### config.mk
export PLATFORM = sky130hd
export DESIGN_NAME = arm_multicycle_ctrl
export DESIGN_NICKNAME = d
export VERILOG_FILES = /design/src/rtl/arm_multicycle_ctrl.sv
export SDC_FILE = /design/constraint.sdc
export NUM_CORES = 1
export LEC_CHECK = 0
export CORE_AREA = 2 2 68 83
export CTS_CLUSTER_DIAMETER = 30
export DETAILED_ROUTE_END_ITERATION = 16
export DIE_AREA = 0 0 70 85
export PLACE_DENSITY = 0.69
export SETUP_SLACK_MARGIN = 0.15
export SLEW_MARGIN = 15
export SYNTH_ARGS = -nofsm -noshare
export SYNTH_HDL_FRONTEND = slang
export SYNTH_SLANG_ARGS = --single-unit
### constraint.sdc
create_clock -name clk -period 3.08 [get_ports clk]
set_input_delay 0.308 -clock clk [delete_from_list [all_inputs] [get_ports clk]]
set_output_delay 0.308 -clock clk [all_outputs]
set_load 0.01 [all_outputs]
### src/rtl/arm_multicycle_ctrl.sv
// Multicycle ARMv4-subset main controller: Moore FSM sequencing fetch/decode/execute/memory/writeback
// over a shared memory port, with optional memory wait states, illegal-opcode flag and retire counter.
module arm_multicycle_ctrl #(
    parameter bit          MEM_HANDSHAKE = 1'b0,
    parameter int unsigned CNT_W         = 32
) (
    input  logic             clk,
    input  logic             rst_n,
    input  logic [1:0]       Op,
    input  logic [5:0]       Funct,
    input  logic             mem_ready,
    output logic             NextPC,
    output logic             Branch,
    output logic             RegW,
    output logic             MemW,
    output logic             IRWrite,
    output logic             AdrSrc,
    output logic [1:0]       ResultSrc,
    output logic             ALUSrcA,
    output logic [1:0]       ALUSrcB,
    output logic             ALUOp,
    output logic [1:0]       ImmSrc,
    output logic [1:0]       RegSrc,
    output logic             illegal_op,
    output logic             instr_done,
    output logic [CNT_W-1:0] retired,
    output logic [3:0]       state
);

    typedef enum logic [3:0] {
        S_FETCH    = 4'd0,
        S_DECODE   = 4'd1,
        S_MEMADR   = 4'd2,
        S_MEMREAD  = 4'd3,
        S_MEMWB    = 4'd4,
        S_MEMWRITE = 4'd5,
        S_EXECR    = 4'd6,
        S_EXECI    = 4'd7,
        S_ALUWB    = 4'd8,
        S_BRANCH   = 4'd9
    } state_t;

    state_t cur_state, nxt_state;

    logic       rdy;
    logic       next_pc_c, branch_c, reg_w_c, mem_w_c, ir_write_c, adr_src_c;
    logic       alu_src_a_c, alu_op_c, illegal_c, done_c, valid_c;
    logic [1:0] result_src_c, alu_src_b_c, imm_src_c, reg_src_c;
    logic       unused_funct;

    // Without the handshake every memory access completes in one cycle
    assign rdy          = mem_ready | ~MEM_HANDSHAKE;
    assign unused_funct = ^Funct[4:1];

    always_ff @(posedge clk or negedge rst_n) begin
        if (!rst_n) begin
            cur_state <= S_FETCH;
        end else begin
            cur_state <= nxt_state;
        end
    end

    always_comb begin
        nxt_state    = cur_state;
        next_pc_c    = 1'b0;
        branch_c     = 1'b0;
        reg_w_c      = 1'b0;
        mem_w_c      = 1'b0;
        ir_write_c   = 1'b0;
        adr_src_c    = 1'b0;
        result_src_c = 2'b00;
        alu_src_a_c  = 1'b0;
        alu_src_b_c  = 2'b00;
        alu_op_c     = 1'b0;
        illegal_c    = 1'b0;
        done_c       = 1'b0;
        valid_c      = 1'b1;
        imm_src_c    = 2'b00;
        reg_src_c    = 2'b00;

        case (cur_state)
            S_FETCH: begin
                alu_src_a_c  = 1'b1;
                alu_src_b_c  = 2'b10;
                result_src_c = 2'b10;
                ir_write_c   = rdy;
                next_pc_c    = rdy;
                nxt_state    = rdy ? S_DECODE : S_FETCH;
            end
            S_DECODE: begin
                alu_src_a_c  = 1'b1;
                alu_src_b_c  = 2'b10;
                result_src_c = 2'b10;
                case (Op)
                    2'b00:   nxt_state = Funct[5] ? S_EXECI : S_EXECR;
                    2'b01:   nxt_state = S_MEMADR;
                    2'b10:   nxt_state = S_BRANCH;
                    default: begin
                        nxt_state = S_FETCH;
                        illegal_c = 1'b1;
                        done_c    = 1'b1;
                    end
                endcase
            end
            S_MEMADR: begin
                alu_src_b_c = 2'b01;
                nxt_state   = Funct[0] ? S_MEMREAD : S_MEMWRITE;
            end
            S_MEMREAD: begin
                adr_src_c = 1'b1;
                nxt_state = rdy ? S_MEMWB : S_MEMREAD;
            end
            S_MEMWB: begin
                result_src_c = 2'b01;
                reg_w_c      = 1'b1;
                done_c       = 1'b1;
                nxt_state    = S_FETCH;
            end
            S_MEMWRITE: begin
                adr_src_c = 1'b1;
                mem_w_c   = 1'b1;
                done_c    = rdy;
                nxt_state = rdy ? S_FETCH : S_MEMWRITE;
            end
            S_EXECR: begin
                alu_op_c  = 1'b1;
                nxt_state = S_ALUWB;
            end
            S_EXECI: begin
                alu_src_b_c = 2'b01;
                alu_op_c    = 1'b1;
                nxt_state   = S_ALUWB;
            end
            S_ALUWB: begin
                reg_w_c   = 1'b1;
                done_c    = 1'b1;
                nxt_state = S_FETCH;
            end
            S_BRANCH: begin
                alu_src_b_c  = 2'b01;
                result_src_c = 2'b10;
                branch_c     = 1'b1;
                done_c       = 1'b1;
                nxt_state    = S_FETCH;
            end
            default: begin
                valid_c   = 1'b0;
                nxt_state = S_FETCH;
            end
        endcase

        // Immediate/register-address selects follow the IR fields in every legal state
        if (valid_c) begin
            case (Op)
                2'b01: begin
                    imm_src_c = 2'b01;
                    reg_src_c = Funct[0] ? 2'b00 : 2'b10;
                end
                2'b10: begin
                    imm_src_c = 2'b10;
                    reg_src_c = 2'b01;
                end
                default: begin
                    imm_src_c = 2'b00;
                    reg_src_c = 2'b00;
                end
            endcase
        end
    end

    // Everything is forced low while reset is held, so a stalled write drops at once
    assign NextPC     = next_pc_c & rst_n;
    assign Branch     = branch_c & rst_n;
    assign RegW       = reg_w_c & rst_n;
    assign MemW       = mem_w_c & rst_n;
    assign IRWrite    = ir_write_c & rst_n;
    assign AdrSrc     = adr_src_c & rst_n;
    assign ResultSrc  = result_src_c & {2{rst_n}};
    assign ALUSrcA    = alu_src_a_c & rst_n;
    assign ALUSrcB    = alu_src_b_c & {2{rst_n}};
    assign ALUOp      = alu_op_c & rst_n;
    assign ImmSrc     = imm_src_c & {2{rst_n}};
    assign RegSrc     = reg_src_c & {2{rst_n}};
    assign illegal_op = illegal_c & rst_n;
    assign instr_done = done_c & rst_n;
    assign state      = 4'(cur_state);

    always_ff @(posedge clk or negedge rst_n) begin
        if (!rst_n) begin
            retired <= '0;
        end else if (done_c) begin
            retired <= retired + CNT_W'(1);
        end
    end

endmodule
# Yosys cells after proc, flatten, opt, wreduce, memory -nomap -nowiden
# Cells that the tools add are included.
dict set report totals {
  register_bits 36
  inputBits 11
  out_inout_bits 54
  word_cells 60
}
dict set report op_classes {
  addsub 1
  n_eq_ne 11
  mux 22
  n_bitwise 13
  reduce_logical 11
}
# op n
set op_table {}
lappend op_table {{32-bit by 1-bit adder with 32-bit output (second input constant)} 1}
lappend op_table {{4-bit one-hot mux with 5 select lines} 1}
lappend op_table {{4-bit by 3-bit equality test with 1-bit output (second input constant)} 4}
lappend op_table {{2-bit one-hot mux with 2 select lines} 4}
lappend op_table {{4-bit one-hot mux with 3 select lines} 1}
lappend op_table {{1-bit 2-to-1 mux} 11}
lappend op_table {{10-bit OR reduction} 1}
lappend op_table {{1-bit AND} 9}
lappend op_table {{3-bit OR reduction} 3}
lappend op_table {{2-bit AND} 4}
lappend op_table {{4-bit by 2-bit equality test with 1-bit output (second input constant)} 2}
lappend op_table {{4-bit equality test (second input constant)} 2}
lappend op_table {{2-bit OR reduction} 4}
lappend op_table {{2-bit 2-to-1 mux} 3}
lappend op_table {{4-bit by 1-bit equality test with 1-bit output (second input constant)} 1}
lappend op_table {{4-bit logical NOT} 1}
lappend op_table {{4-bit OR reduction} 1}
lappend op_table {{3-bit 2-to-1 mux} 1}
lappend op_table {{2-bit by 1-bit equality test with 1-bit output (second input constant)} 1}
lappend op_table {{2-bit equality test (second input constant)} 1}
lappend op_table {{2-bit logical NOT} 1}
lappend op_table {{1-bit one-hot mux with 2 select lines} 1}

# Logic depth before layout (Yosys ltp)
# Gate-level depths: netlist (run 1).
dict set report depth {
  depth_word 5
  mapped_depth 6
  ltp_nobuf 6
}

# Least setup slack after synthesis (run 1)
# No wires, ideal clock.
dict set report synth_timing {
  kind {reg-to-reg}
  startpoint {reg retired[0]}
  endpoint {reg retired[28]}
  setup_time_ps 79
  t_arrival_ps 1733
  required_time_ps 3001
  setup_slack_ps 1267
  path_stages_with_launch 6
  path_buffers 0
  period_less_slack_ps 1813
  cell_sequence {dfrtp_1 > ha_1 > nand4_1 > or4b_4 > nor3_1 > xor2_1}
}
dict set report synth_via {
  elab_chain_cells 1
}
# item line
set synth_rtl {}
lappend synth_rtl {{from (decl)} 26} ;# output logic [CNT_W-1:0] retired,
lappend synth_rtl {{from (signal assigned)} 192} ;# retired <= retired + CNT_W'(1);
lappend synth_rtl {{32-bit by 1-bit adder with 32-bit output} 192}
# No other way between the ends.
# A chain may end at the register's enable or synchronous reset.

# Final worst setup path (run 1)
dict set report layout_timing {
  startpoint {in Op[0]}
  endpoint {out instr_done}
}
dict set report layout_via {
  elab_chain_cells 5
  word_cells_on_any_way 7
  cone_classes {eq/ne: 2; mux: 2; bitwise: 1; reduce/logical: 2}
}
# item line
set layout_rtl {}
lappend layout_rtl {{from (decl)} 9} ;# input logic [1:0] Op,
lappend layout_rtl {{2-bit equality test (tied with other cells)} 94} ;# case (Op)
lappend layout_rtl {{3-bit OR reduction (no source line) *} -}
lappend layout_rtl {{1-bit 2-to-1 mux *} 94}
lappend layout_rtl {{1-bit one-hot mux with 2 select lines *} 81} ;# case (cur_state)
lappend layout_rtl {{1-bit AND *} 185} ;# assign instr_done = done_c & rst_n;
lappend layout_rtl {{to (decl)} 25} ;# output logic instr_done,
# Every way passes the cells marked *; elsewhere a longest branch is shown, timed or not.

==> results of run 1 <==
layout make-up:
type                            instances  area, µm²
Sequential cell                        36        901
Inverter                                6       22.5
Tap cell                               62       77.6
Multi-Input combinational cell        150       1020
Fill cell                             503       2430
Clock buffer                            8       90.1
Timing Repair Buffer                   61        603
power by group through the flow:
| stage | clock network [µW] | logic [µW] | registers, µW |
|---|---|---|---|
| after floorplan | 0 | 345 | 639 |
| after global placement | 0 | 563 | 683 |
| after detailed placement | 0 | 567 | 684 |
| after CTS | 346 | 572 | 677 |
| after global routing | 368 | 626 | 692 |
| final | 336 | 566 | 677 |
placed cells by master, fill, tap and decap left out, drive strengths merged, types with 2 or more instances in the layout:
cell type / n
nor4: 8
dfrtp: 36
clkbuf: 8
inv: 6
xor2: 29
xnor2: 5
nand3: 6
nand2b: 2
nand2: 22
clkdlybuf4s50: 58
and3: 6
buf: 2
or4: 2
and4: 3
nor2b: 3
a21oi: 2
ha: 5
or2: 3
nor2: 13
o21ai: 3
nor3: 18
nand4: 8
layer usage:
layer | routed length, µm | part of all wire, %
met3 | 249 | 5.6
met1 | 1960 | 44
met4 | 58 | 1.3
met2 | 2160 | 49
met5 | 0 | 0
worst max-delay path by stage:
| stage | startpoint | endpoint | cells past startpoint |
|---|---|---|---|
| floorplan | retired[0] | retired[28] | 5 |
| global placement | Op[0] | instr_done | 6 |
| detailed placement | Op[0] | instr_done | 6 |
| CTS | Op[0] | instr_done | 6 |
| global route | Op[1] | instr_done | 6 |
| finish | Op[0] | instr_done | 6 |
flip-flops by register name, summed over array words and instances (netlist names):
| name | count |
|---|---|
| state | 4 |
| retired | 32 |
per-stage QoR:
step | worst slack, ns | hold slack (ns)
2_1_floorplan | 1.27 | 0.0124
3_3_place_gp | 0.523 | 0.159
3_5_place_dp | 0.477 | 0.157
4_1_cts | 0.484 | 0.456
5_1_grt | 0.348 | 0.457
6_report | 0.483 | 0.462
what timing repair did:
| item | in CTS | in global routing |
|---|---|---|
| hold buffers | 1 | 0 |
| hold endpoints to repair | 4 | 0 |
| gates resized for setup | 0 | 0 |
logic make-up (layout without fill, tap and decap cells):
group / count (synthesis) / count (layout)
simple gates: 101 / 101
flops: 36 / 36
xor+xnor: 34 / 34
buf+inv: 17 / 75
compound gates: 10 / 10
fa+ha+maj: 5 / 5
worst reg2reg max path, stage by stage (launching register included):
cell and delay, ns:
dfrtp_1 0.49, ha_1 0.26, nand4_1 0.21, or2_0 0.41, nor4_1 0.37, xor2_1 0.19
==> flow_summary.json, run 1 <==
{
  "ios": 65,
  "synth_area_leader_cell": "dfrtp_1",
  "maxCapViolations": 0,
  "grtUsageMet2_pct": 26.4,
  "ant_nets": 0,
  "track_usage_pct": 15.8,
  "grt_overflow": 0,
  "period_share_pct": 84.3,
  "required_ns": 2.77,
  "grt_max_degree": 33,
  "fin_skew_ns": 0.00521,
  "htree_levels": 2,
  "core_area_mm2": 0.00515,
  "vias_per_cell": 5.15,
  "yosys.area_share.simple_pct": 29.7,
  "yosys-top-cells-area": "dfrtp_1, xor2_1, nor3_1",
  "die_w_um": 70,
  "grt_setup_unrepaired": "no",
  "firstDrtPassIters": 4,
  "synth_area_mm2": 0.00200,
  "p_switching_uw": 555,
  "power_uw": 1580,
  "p_int_uw": 1020,
  "synth-adder-area-share_pct": 3.12,
  "clock_sinks": 36,
  "finalHoldViolCount": 0,
  "cp_max_fo": 8,
  "wire_per_inst_um": 13.7,
  "status": "complete, no violations",
  "crit_family": "buffers and inverters",
  "synth.most_common_cell": "dfrtp_1",
  "cp_data_arrival_time_ns": 2.29,
  "muxShareOfSynthArea_pct": 0,
  "clk_latency_ns": 0.28,
  "drcViolationCount": 0,
  "busiest_layer": "met2",
  "comb_power_share_pct": 35.8,
  "synthArstFlopShare_pct": 100,
  "synth_compound_area_share_pct": 3.44,
  "synth_cell_type_count": 40,
  "finalSetupViolCount": 0,
  "yosysWarnings": 0,
  "path_cells": "clkdlybuf4s50_1 > ha_1 > a211oi_1 > nand2b_1 > nor2_1 > clkdlybuf4s50_1",
  "pwr-share-seq_pct": 42.9,
  "synth-xor-area-share_pct": 14.9,
  "detailed_place_hpwl_um": 3250,
  "p_per_area_mw_per_mm2": 581,
  "fmax_mhz": 385,
  "dp.cells": 314,
  "syn_to_final_growth_pct": 35.7,
  "clk_pin_slew_ns": 0.06,
  "hp-class": "in2async",
  "p_leak_uw": 0.00127,
  "rr_startpoint": "retired[0]",
  "grt_pass1_wl_um": 7600,
  "worst_pin_slew_ns": 0.550,
  "synth_flop_cell": "dfrtp_1",
  "grt.met1_usage_pct": 20.0,
  "place_congestion": 0.799,
  "syn_area_per_cell_um2": 9.87,
  "use_met3_pct": 4.28,
  "critical_path_class": "in2out",
  "path_buf_inv": 2,
  "setup-tns-final_ns": 0,
  "r2r_setup_slack_ns": 1.08,
  "synth_nets": 219,
  "fin_cells": 323,
  "antenna_found_initial": 0,
  "final_nets": 276,
  "die_area_mm2": 0.00595,
  "post-cts-setup-buffers": 0,
  "die_h_um": 85,
  "vias": 1662,
  "final_cell_area_mm2": 0.00272,
  "worst_setup_path_start_kind": "primary input",
  "clkPwrFrac_pct": 21.3,
  "cpMaxStageDelayCell": "clkdlybuf4s50_1",
  "final_util_pct": 52.8,
  "initial_utilization_pct": 38.9,
  "min_period_ns": 2.60,
  "drv_slew": 0,
  "cts_tree": "yes",
  "clockRootBuffer": "clkbuf_8",
  "reg2reg_depth": 5,
  "ir_drop_mv": 0.417,
  "grt_pass1_vias": 1598,
  "switching_share_pct": 35.1,
  "dpl-instance-area_mm2": 0.00262,
  "drive_above_1_share_pct": 6.90,
  "clockBufferDepth": 2,
  "row_count": 29,
  "drtIter0Drc": 101,
  "ys_top_cells_by_count": "dfrtp_1, xor2_1, nand2_1, nor3_1, nor2_1",
  "critPathMaxStageDelay_ns": 0.49,
  "relSlewSlack_pct": 63.3,
  "cts_inserted_buffers": 5,
  "synth_top_family_by_area": "simple AND/OR/NAND/NOR gates",
  "portBuffers": 59,
  "drt-total-wl_um": 4420,
  "critical_path.endpoint_type": "output pin",
  "reg2reg_to": "retired[26]",
  "ys_ff_latch": 36,
  "diodes": 0,
  "synth-edff-count": 0,
  "cp_common_cell": "clkdlybuf4s50_1",
  "syn-instance-count": 203,
  "ys_seq_area_share_pct": 45.0,
  "synth_top_area_share_pct": 45.0
}
No activity file was read; power rests on OpenSTA's default activity.
==> run 2, diff against run 1 <==
==> constraint.sdc (replaced) <==
create_clock -name clk -period 2.41 [get_ports clk]
set_input_delay 0.241 -clock clk [delete_from_list [all_inputs] [get_ports clk]]
set_output_delay 0.241 -clock clk [all_outputs]
set_load 0.01 [all_outputs]
==> run 2 against run 1 <==
Effect of this change:
- non-clock buffer count increased by 4
- cell count up 1.2%
- highest routed layer unchanged
- die area stayed put
- clock skew about the same
- global-route usage increased by 0.27 points
- register-to-register slack worse by 0.65 ns
- critical endpoint is now RegSrc[1]
- worst hold slack got worse by 0.39 ns
- via count fell by 0.48%
- largest cell class unchanged
- routed wire length is 1.0% higher
- critical path depth down 2
- worst setup slack worse by 0.26 ns
==> flow_summary.json, run 2 (same netlist as run 1, synthesis figures left out) <==
{
  "status": "complete, no violations",
  "drv_slew": 0,
  "grt_max_degree": 33,
  "setup_slack_ns": 0.228,
  "relSlewSlack_pct": 73.6,
  "fin_cells": 327,
  "fmax_mhz": 458,
  "power_uw": 2110,
  "rr_startpoint": "retired[0]",
  "layout_common_cells": "clkdlybuf4s50_1, dfrtp_1, xor2_1",
  "die_w_um": 70,
  "fin_skew_ns": 0.00478,
  "antenna_found_initial": 0,
  "place_ws_ns": 0.170,
  "firstDrtPassIters": 6,
  "final_nets": 280,
  "ant_nets": 0,
  "htree_levels": 2,
  "cts_tree": "yes",
  "required_ns": 2.17,
  "syn_to_final_growth_pct": 38.0,
  "p_leak_uw": 0.00129,
  "drtIter0Drc": 94,
  "ir_drop_mv": 0.608,
  "period_share_pct": 90.5,
  "grt_overflow": 0,
  "min_period_ns": 2.18,
  "grt_pass1_vias": 1578,
  "clk_latency_ns": 0.29,
  "clock_sinks": 36,
  "p_per_area_mw_per_mm2": 761,
  "clockBufferDepth": 2,
  "die_h_um": 85,
  "worst_pin_slew_ns": 0.397,
  "place_congestion": 0.793,
  "clockRootBuffer": "clkbuf_8",
  "wire_per_inst_um": 13.7,
  "worst_setup_path_start_kind": "register",
  "maxCapViolations": 0,
  "finalSetupViolCount": 0,
  "drcViolationCount": 0,
  "final_common_cell": "clkdlybuf4s50_1",
  "r2r_setup_slack_ns": 0.43,
  "cpMaxStageDelayCell": "clkdlybuf4s50_1",
  "critPathMaxStageDelay_ns": 0.53,
  "grt_setup_unrepaired": "no",
  "largest_reg_flops": 32,
  "critical_path_class": "reg2out",
  "ios": 65,
  "core_area_mm2": 0.00515,
  "vias_per_cell": 5.06,
  "detailed_place_hpwl_um": 3250,
  "finalHoldViolCount": 0,
  "row_count": 29,
  "clk_pin_slew_ns": 0.07,
  "critical_path.endpoint_type": "output pin",
  "diodes": 0,
  "cts_inserted_buffers": 5,
  "regMostFlops": "retired",
  "dp.cells": 316,
  "portBuffers": 59,
  "vias": 1654,
  "hp-class": "in2async",
  "path_cells": "o21ai_0 > and3_1 > and3b_1 > clkdlybuf4s50_1",
  "cp_data_arrival_time_ns": 1.94,
  "cp_max_fo": 16,
  "drt-total-wl_um": 4470,
  "drive_above_1_share_pct": 11.3,
  "initial_utilization_pct": 38.9,
  "setup-tns-final_ns": 0,
  "track_usage_pct": 16.0,
  "die_area_mm2": 0.00595,
  "reg2reg_depth": 5,
  "reg2reg_to": "retired[26]",
  "grt_pass1_wl_um": 7600
}
[run 2: cell types whose count changed in the layout (fill, tap and decap cells not counted)]
cell      previous run  this run
a211oi_1             1         0
a211oi_2             0         1
buf_4                1         5
clkbuf_1             2         0
clkinv_2             0         2
dfrtp_1             36        33
dfrtp_2              0         3
nor2b_1              3         1
nor2b_2              0         2
[run 2: worst max path at each step]
stage               startpoint            to  slack (ns)  depth (start not counted)
CTS                      Op[0]    instr_done        0.17                          6
detailed placement       Op[1]   retired[30]        0.17                          6
global route          state[3]  ResultSrc[1]        0.15                          5
floorplan           retired[0]   retired[28]        0.60                          5
finish                state[2]     RegSrc[1]        0.23                          4
global placement         Op[0]    instr_done        0.16                          6
[run 2: layer usage]
metal / part of all wire, % / vias up / track usage (%)
met3: 5.9 / 8 / 4.39
met4: 2.0 / 0 / 6.64
met5: 0 / - / 0
li1: - / 821 / -
met1: 44 / 772 / 20.0
met2: 48 / 53 / 26.2
[run 2: repair_timing]
action / 4_1_cts / 5_1_grt
hold buffers: 1 / 0
resized for setup: 2 / 4
buffers inserted: 0 / 2
endpoints found under the hold margin: 4 / 0
setup endpoints to repair: 2 / 6
pin swaps: 0 / 1
[run 2: through the flow]
step | instance area (µm²) | hold slack, ns | util [%]
after global placement | 2630 | 0.0917 | 51.1
after floorplan | 2000 | -0.0546 | -
final | 2770 | 0.0741 | 53.7
after global routing | 2770 | 0.114 | 53.7
after detailed placement | 2630 | 0.0920 | 51.1
after CTS | 2740 | 0.0845 | 53.2
[run 2: report_power, final]
group / switching (µW) / internal (µW) / leakage, µW
Clock: 211 / 228 / 0.0000510
Combinational: 359 / 461 / 0.000753
Sequential: 166 / 681 / 0.000486
Total: 736 / 1370 / 0.00129
[run 2: area by class of cell]
| type | count | area [µm²] |
|---|---|---|
| fill | 489 | 2390 |
| multi-input combinational | 150 | 1030 |
| sequential | 36 | 905 |
| timing repair buffer | 65 | 633 |
| clock buffer | 6 | 82.6 |
| tap | 62 | 77.6 |
| inverter | 6 | 22.5 |
| clock inverter | 2 | 10.0 |
[run 2: critical path, delay by kind of cell (launching register included)]
family                 cells  cell delay, ns
buffers and inverters      1            0.53
DFF                        1            0.52
and+or+nand+nor            2            0.38
AOI/OAI and AO/OA          1            0.22
==> run 3, diff against run 2 <==
--- a/config.mk
+++ b/config.mk
@@ -5,11 +5,11 @@
 export SDC_FILE = /design/constraint.sdc
 export NUM_CORES = 1
 export LEC_CHECK = 0
-export CORE_AREA = 2 2 68 83
-export CTS_CLUSTER_DIAMETER = 30
+export CORE_AREA = 2 2 74 76
+export CTS_CLUSTER_DIAMETER = 60
 export DETAILED_ROUTE_END_ITERATION = 16
-export DIE_AREA = 0 0 70 85
-export PLACE_DENSITY = 0.69
+export DIE_AREA = 0 0 76 78
+export PLACE_DENSITY = 0.7
 export SETUP_SLACK_MARGIN = 0.15
 export SLEW_MARGIN = 15
 export SYNTH_ARGS = -nofsm -noshare
==> run 3 against run 2 <==
Effect of this change:
- core utilization grew 1.4 points
- critical path depth unchanged
- maximum frequency is 0.47% higher
- worst hold slack got worse by 0.026 ns
- total power down 1.6%
- combinational power decreased by 0.7%
- clock power fell by 8.4%
- routed wire length rose by 1.2%
==> flow_summary.json, run 3 (same netlist as run 1, synthesis figures left out) <==
{
  "syn_to_final_growth_pct": 38.6,
  "worst_setup_path_start_kind": "register",
  "fmax_mhz": 460,
  "vias": 1700,
  "critical_path_class": "reg2out",
  "drtIter0Drc": 84,
  "r2r_setup_slack_ns": 0.42,
  "clock_sinks": 36,
  "grt_setup_unrepaired": "yes",
  "finalSetupViolCount": 0,
  "layout_common_cells": "clkdlybuf4s50_1, dfrtp_1, xor2_1",
  "status": "complete, no violations",
  "nFillCells": 460,
  "relSlewSlack_pct": 73.2,
  "vias_per_cell": 5.06,
  "die_w_um": 76,
  "finalHoldViolCount": 0,
  "grt_pass1_wl_um": 7650,
  "cp_max_fo": 12,
  "path_cells": "nor2b_1 > and3_1 > or2_2 > clkdlybuf4s50_1",
  "track_usage_pct": 15.8,
  "initial_utilization_pct": 39.7,
  "reg2reg_depth": 5,
  "reg2reg_to": "retired[28]",
  "die_h_um": 78,
  "ant_nets": 0,
  "cts_tree": "yes",
  "p_leak_uw": 0.00130,
  "row_count": 26,
  "clockRootBuffer": "clkbuf_8",
  "maxCapViolations": 0,
  "cts_inserted_buffers": 5,
  "critPathMaxStageDelay_ns": 0.52,
  "core_area_mm2": 0.00504,
  "ir_drop_mv": 0.543,
  "dp.cells": 323,
  "min_period_ns": 2.17,
  "power_uw": 2070,
  "ios": 65,
  "setup-tns-final_ns": 0,
  "worst_pin_slew_ns": 0.401,
  "grt_pass1_vias": 1644,
  "final_common_cell": "clkdlybuf4s50_1",
  "drv_slew": 0,
  "critical_path.endpoint_type": "output pin",
  "drt-total-wl_um": 4520,
  "grt_max_degree": 28,
  "grt_overflow": 0,
  "rr_startpoint": "retired[0]",
  "fin_cells": 336,
  "fin_skew_ns": 0.00555,
  "drive_above_1_share_pct": 11.3,
  "drcViolationCount": 0,
  "diodes": 0,
  "cpMaxStageDelayCell": "clkdlybuf4s50_1",
  "cp_data_arrival_time_ns": 1.93,
  "regMostFlops": "retired",
  "portBuffers": 59,
  "antenna_found_initial": 0,
  "htree_levels": 2,
  "hp-class": "in2async",
  "crit_path_end": "ResultSrc[1]",
  "die_area_mm2": 0.00593,
  "period_share_pct": 90.1,
  "wire_per_inst_um": 13.4,
  "required_ns": 2.17,
  "critPathLaunch": "state[0]",
  "p_per_area_mw_per_mm2": 746,
  "clk_pin_slew_ns": 0.07,
  "clk_latency_ns": 0.28,
  "firstDrtPassIters": 4,
  "clockBufferDepth": 2,
  "final_util_pct": 55.1,
  "largest_reg_flops": 32,
  "place_congestion": 0.775,
  "detailed_place_hpwl_um": 3270,
  "final_nets": 282
}
-- run 3: layout make-up --
cell class	count	area (µm²)	share of cell area (%)
Clock buffer	6	72.6	2.61
Clock inverter	1	5.00	0.180
Inverter	6	22.5	0.811
Multi-Input combinational cell	150	1030	37.2
Sequential cell	36	906	32.6
Tap cell	70	87.6	3.15
Timing Repair Buffer	67	651	23.4
-- run 3: what timing repair did --
| action | 4_1_cts | 5_1_grt |
|---|---|---|
| cloned | 0 | 0 |
| hold endpoints to repair | 9 | 0 |
| hold buffers | 1 | 0 |
| gates resized for setup | 3 | 4 |
| setup buffers | 0 | 5 |
| setup endpoints to repair | 3 | 3 |
-- run 3: how the worst min path moves through the flow --
stage / startpoint / endpoint / slack, ns / depth (start not counted)
2_1_floorplan: rst_n / retired[0] / -0.05 / 0
3_3_place_gp: rst_n / state[3] / 0.14 / 1
3_5_place_dp: rst_n / state[0] / 0.14 / 1
4_1_cts: rst_n / retired[11] / 0.06 / 2
5_1_grt: rst_n / retired[19] / 0.09 / 2
6_report: rst_n / retired[26] / 0.05 / 2
-- run 3: layer usage --
metal	share of wire (%)	track usage, %	vias to the layer above
li1	-	-	825
met1	45	20.0	812
met2	49	27.6	58
met3	5.0	2.56	5
met4	0.93	4.91	0
met5	0	0	-
-- run 3: metrics by stage --
stage | cell area [µm²] | hold WS [ns] | setup WS (ns)
after floorplan | 2000 | -0.0546 | 0.597
after global placement | 2640 | 0.141 | 0.166
after detailed placement | 2640 | 0.141 | 0.149
after CTS | 2730 | 0.0637 | 0.151
after global routing | 2780 | 0.0859 | 0.130
final | 2780 | 0.0483 | 0.238
-- run 3: critical path, delay by kind of cell, from the launching register on --
kind                   cells  cell delay, ns
buffers and inverters      1            0.52
DFF                        1            0.49
and+or+nand+nor            3            0.63
-- run 3: report_power, final --
part / internal [µW] / leakage, µW / switching (µW)
Combinational: 462 / 0.000778 / 351
Sequential: 683 / 0.000485 / 174
Clock: 196 / 0.0000410 / 205
